### config.mk
export PLATFORM = sky130hd
export DESIGN_NAME = rx_fifo
export DESIGN_NICKNAME = d
export VERILOG_FILES = /design/src/rtl/rx_frame_checker.sv
export SDC_FILE = /design/constraint.sdc
export NUM_CORES = 1
export LEC_CHECK = 0
export ABC_CLOCK_PERIOD_IN_PS = 2400
export CORE_MARGIN = 4
export CORE_UTILIZATION = 45
export DETAILED_ROUTE_END_ITERATION = 12
export PLACE_DENSITY = 0.84
export SYNTH_ARGS = -nofsm -noshare
export SYNTH_HDL_FRONTEND = slang
export SYNTH_SLANG_ARGS = --single-unit
### constraint.sdc
create_clock -name clk -period 2.4 [get_ports clk]
set_input_delay 0.24 -clock clk [delete_from_list [all_inputs] [get_ports clk]]
set_output_delay 0.24 -clock clk [all_outputs]
set_load 0.01 [all_outputs]
### src/rtl/rx_frame_checker.sv
// Frame checker behind DataReceiver: CRC-8 verify, buffer good payloads, count drops.
// Latency: 27 cycles from receive_done edge to pl_valid (FIFO empty case).
// Backpressure: pl_valid/pl_ready handshake; frames arriving while busy or into a full FIFO are dropped and counted.

// Small synchronous FIFO with registered storage and occupancy-driven full/empty.
// Latency: 1 cycle push-to-valid; head read straight from storage.
// Backpressure: in_rdy low only when full and no pop this cycle.
module rx_fifo #(
    parameter int W     = 8,
    parameter int DEPTH = 2
) (
    input  logic         clk,
    input  logic         rst,
    input  logic         in_vld,
    input  logic [W-1:0] in_dat,
    output logic         in_rdy,
    output logic         out_vld,
    output logic [W-1:0] out_dat,
    input  logic         out_rdy
);
    localparam int AW = (DEPTH > 1) ? $clog2(DEPTH) : 1;

    logic [W-1:0]  mem_q [DEPTH];
    logic [AW-1:0] wr_ptr_q, rd_ptr_q;
    logic [AW:0]   cnt_q;
    logic          push, pop;

    assign out_vld = (cnt_q != '0);
    assign out_dat = mem_q[rd_ptr_q];
    assign pop     = out_vld && out_rdy;
    // A full FIFO still takes a push when the head leaves in the same cycle.
    assign in_rdy  = (cnt_q != (AW+1)'(DEPTH)) || pop;
    assign push    = in_vld && in_rdy;

    // Storage, pointers and occupancy; push and pop may both happen in one cycle.
    always_ff @(posedge clk or posedge rst) begin
        if (rst) begin
            for (int i = 0; i < DEPTH; i++) mem_q[i] <= '0;
            wr_ptr_q <= '0;
            rd_ptr_q <= '0;
            cnt_q    <= '0;
        end else begin
            if (push) begin
                mem_q[wr_ptr_q] <= in_dat;
                wr_ptr_q        <= wr_ptr_q + AW'(1);
            end
            if (pop) rd_ptr_q <= rd_ptr_q + AW'(1);
            case ({push, pop})
                2'b10:   cnt_q <= cnt_q + (AW+1)'(1);
                2'b01:   cnt_q <= cnt_q - (AW+1)'(1);
                default: cnt_q <= cnt_q;
            endcase
        end
    end
endmodule


* Word level (Yosys, flattened, before mapping)
Cells that the tools add are included.
Operators by class: shifts and indexed selects 0, add/subtract/negate cells 4, bitwise operators 2, divide/modulo/power cells 0, eq/ne operators 3, $mul 0, reduce and logical (&&, ||, !) cells 6, mux-type cells 7, $lt $le $gt $ge 3
Operators with widths (count):
- 8-bit 2-to-1 mux | 4
- 16-bit bitwise mux | 1
- 8-bit demux with 1-bit select | 1
- 2-bit >= comparator, second input constant | 2
- 1-bit NOT with 2-bit output | 2
- 2-bit case mux with 2 select lines | 1
- 2-bit nonzero test | 2
- 1-bit logical AND | 3
- 1-bit adder, second input constant | 2
- 2-bit by 1-bit adder with 2-bit output, second input constant | 1
- 2-bit by 1-bit equality test with 1-bit output, second input constant | 1
- 2-bit equality test, second input constant | 1
- 2-bit by 1-bit less-than comparator with 1-bit output, second input constant | 1
- 2-bit != test, second input constant | 1
- 2-bit by 1-bit subtractor with 2-bit output, second input constant | 1
- 1-bit logical OR | 1
Storage, ports and cells: bits in read-only memories 0, bits of input ports 12, memories kept 0, logic and storage cells 30, memory bits (writable) 0, output and inout bits 10, register bits after elaboration 20, latch bits 0

* Logic depth before layout (Yosys ltp)
depth after elaboration 6, depth in mapped cells 6, mapped depth without buffers 6

* Least setup slack after synthesis
OpenSTA, ideal clock, no wires.
path kind register -> register, from register cnt_q[0], to register mem_q[10] (netlist bit), data required time 2.275 ns, period minus slack after synthesis 1.575 ns, setup slack 0.825 ns, library setup time 0.125 ns, buffers on the path 1, arrival 1.450 ns, stages on the path, launching flop included 5, cells stage by stage dfrtp_1 -> or3b_4 -> and3b_1 -> buf_6 -> mux2_4
On the way: cells in the longest elaborated chain, start to end 4, elaborated cells between the ends (all ways) 5, those cells by class eq/ne: 1; reduce/logical: 4
RTL lines:
- start, declared | line 25 | logic [AW:0] cnt_q;
- start signal, assigned | line 49 | 2'b10: cnt_q <= cnt_q + (AW+1)'(1);
- start signal, assigned | line 50 | 2'b01: cnt_q <= cnt_q - (AW+1)'(1);
- start signal, assigned | line 51 | default: cnt_q <= cnt_q;
- 2-bit nonzero test | line 28 | assign out_vld = (cnt_q != '0);
- 1-bit logical AND | line 30 | assign pop = out_vld && out_rdy;
- 1-bit logical OR * | line 32 | assign in_rdy = (cnt_q != (AW+1)'(DEPTH)) || pop;
- net in_rdy | line 16 | output logic in_rdy,
- 1-bit logical AND * | line 33 | assign push = in_vld && in_rdy;
- end signal, assigned by index | line 44 | mem_q[wr_ptr_q] <= in_dat;
- end, declared | line 23 | logic [W-1:0] mem_q [DEPTH];
The timed path passes the listed nets; every way through them passes the cells marked *. A chain may end at the register's enable or synchronous reset.

* Worst setup path in the final report
from register rd_ptr_q, to output out_dat[1]
On the way: cells in the longest elaborated chain, start to end 4
RTL lines:
- start, declared | line 24 | logic [AW-1:0] wr_ptr_q, rd_ptr_q;
- start signal, assigned | line 47 | if (pop) rd_ptr_q <= rd_ptr_q + AW'(1);
- 1-bit NOT with 2-bit output (implied by the code) | line 29 | assign out_dat = mem_q[rd_ptr_q];
- 8-bit 2-to-1 mux (implied by the code) (3 in a row) | line 29
- end, declared | line 18 | output logic [W-1:0] out_dat,
No other way between the ends. The select of a mux whose other input is x is not followed.

==> flow_summary.toml <==
[yosys]
synth_cell_types = 16
synth_top_family_by_area = "multiplexers"
synth_xor_area_frac = 0.04522
synth.net_count = 74
synth_seq_area_share = 0.5168
synthCells = 61
syn-cell-area_sq_um = 968.4
synth.avg_cell_area_sq_um = 15.88
yosys.area_share.simple = 0.05297
synthAdderAreaFrac = 0.01292
synth_warnings = 0
synth_compound_area_frac = 0
synth-seq-cells = 20
synth.area.mux_share = 0.3411

[detailed_routing]
antenna_left = 0
drc = 0
vias = 523
firstDrtPassIters = 2
drtIter0Drc = 2
viasPerCell = 4.755
wl_per_cell_um = 14.94
drt_wl_total_um = 1643

[global_routing]
grt_busiest_layer = "met2"
gr-usage-all-layers = 0.1326
met1_usage = 0.1558
globalRouteOverflowTotal = 0
grt_pass1_wl_um = 2691
globalRouteMet3Util = 0.04905
grt_max_degree = 21
grt_pass1_vias = 595
use_met2 = 0.2191
antenna_found_initial = 0

[clock_network]
cts_tree = "yes"
clk_latency_ps = 300
cts_setup_buffers = 0
clock_sinks = 20
cts_root_buf = "clkbuf_4"
cts-buffers-inserted = 3
htree_levels = 1
ctsHoldBuffers = 0
cts.repair.resized = 0
clk_pin_slew_ps = 110
cts_buffer_depth = 2

[timing]
hold_viol_final = 0
period_needed_ps = 1989
relSlewSlack = 0.5212
tns_ps = 0
skew_ps = 9.102
worstMarginPinSlew_ps = 717.4
finalWorstSetupSlack_ps = 411.1
finalSetupViolCount = 0
period_share = 0.8287
fmax_mhz = 502.8
rsz0062_at_grt = "no"
finalMaxSlewViolations = 0

[place]
hpwlAfterDp_um = 1180
gp_congestion = 0.7030
port_buffers = 21
post-place-ws_ps = 502.7

[die]
die_width_um = 54.39
rows = 16
dieArea_sq_mm = 0.002958
io_pins = 22
start_util = 0.4838
fp.dieH_um = 54.39
core_area_sq_mm = 0.002002

[layout]
synthToLayoutAreaGrowth_pct = 27.91
antenna_cells = 0
fill_cells = 151
nets = 97
drive_gt1_frac = 0.3735

[pwr]
peakVddDrop_uv = 953.4
p_per_area_mw_per_mm2 = 1436
power_leakage_nw = 0.5489

[setup_path]
critPathRequiredTime_ps = 2160
critPathMaxFanout = 9
critical_path_arrival_ps = 1750
critPathCaptureType = "primary output"
crit_path_start_kind = "flop"
worstSetupPathType = "reg -> out"

[min_path]
hold_class = "in -> async"

[status]
status = "completed"

[job]
max_cap_viol_count = 0
-- cells in the mapped netlist --
library cell	n	area, sq um
or3b_4	1	11.26
nand2_1	1	3.750
nor2_1	1	3.750
and2_1	1	6.260
clkbuf_1	1	3.750
and3b_1	1	8.760
mux2_2	8	90.09
or2_2	1	6.260
inv_1	1	3.750
xor2_1	2	17.52
ha_1	1	12.51
and3_4	1	11.26
mux2_4	16	240.2
xnor2_1	3	26.28
dfrtp_1	20	500.5
buf_6	2	22.52
-- layout by cell type (no fill, tap or decap) --
cell type / count
mux2_2: 8
xor2_1: 2
inv_1: 1
and2_1: 1
mux2_4: 16
or3b_4: 1
clkbuf_4: 3
dfrtp_1: 20
nand2_1: 1
or2_2: 1
nor2_1: 1
ha_1: 1
xnor2_1: 3
clkdlybuf4s50_1: 21
bufinv_16: 1
and3_4: 1
and3b_1: 1
-- worst max-delay path, cell delays in order, from the launching register on --
cell and delay, ps:
dfrtp_1 590, mux2_2 390, clkdlybuf4s50_1 480
-- per-layer routing --
metal | vias to the layer above | share of wire
li1 | 254 | -
met1 | 252 | 0.45
met2 | 15 | 0.47
met3 | 2 | 0.072
met4 | 0 | 0.010
met5 | - | 0
-- final timing paths --
kind                                            from                    to  slack [ps]  depth (start not counted)
max in group asynchronous                        rst  mem_q[9]$_DFFE_PP0P_        1600                          2
worst max register to register  cnt_q[0]$_DFFE_PP0P_  mem_q[9]$_DFFE_PP0P_         700                          3
worst min-delay path                             rst  mem_q[6]$_DFFE_PP0P_         340                          2
worst max-delay path            rd_ptr_q$_DFFE_PP0P_            out_dat[1]         410                          2
min in group clk                cnt_q[1]$_DFFE_PP0P_  cnt_q[1]$_DFFE_PP0P_         500                          1
worst min register to register  cnt_q[1]$_DFFE_PP0P_  cnt_q[1]$_DFFE_PP0P_         500                          1
-- final cells by class --
type                            count  area (sq um)  share of cell area
Inverter                            1         3.754            0.003030
Timing Repair Buffer               21         210.2              0.1697
Sequential cell                    20         500.5              0.4040
Multi-Input combinational cell     37         437.9              0.3535
Clock inverter                      1         30.03             0.02424
Tap cell                           27         33.78             0.02727
Clock buffer                        3         22.52             0.01818
-- kinds of logic (layout without fill, tap and decap cells) --
logic type | count (synthesis) | after routing
buf+inv | 4 | 26
flops | 20 | 20
xor+xnor | 5 | 5
fa+ha+maj | 1 | 1
mux | 24 | 24
simple gates | 7 | 7
-- metrics by stage --
| step | std cells | cell area (sq um) | hold WS [ps] | utilization | total power [W] |
|---|---|---|---|---|---|
| finish | 110 | 1239 | 342.8 | 0.6188 | 0.001779 |
| floorplan | 61 | 968.4 | 203.8 | - | 0.001213 |
| global route | 110 | 1239 | 416.0 | 0.6188 | 0.001887 |
| CTS | 110 | 1239 | 368.1 | 0.6188 | 0.001801 |
| detailed placement | 106 | 1186 | 485.7 | 0.5925 | 0.001520 |
| global placement | 106 | 1186 | 475.7 | 0.5925 | 0.001498 |
-- report_power, final --
part	switching, W	internal (W)
combinational	0.000269	0.000597
clock	0.0000997	0.000169
sequential	0.000132	0.000512
total	0.000501	0.00128
-- registers in the layout (all words and copies together) (netlist names) --
signal	count
wr_ptr_q	1
cnt_q	2
rd_ptr_q	1
mem_q	16
Note: power is estimated with default switching activity, not from simulation.
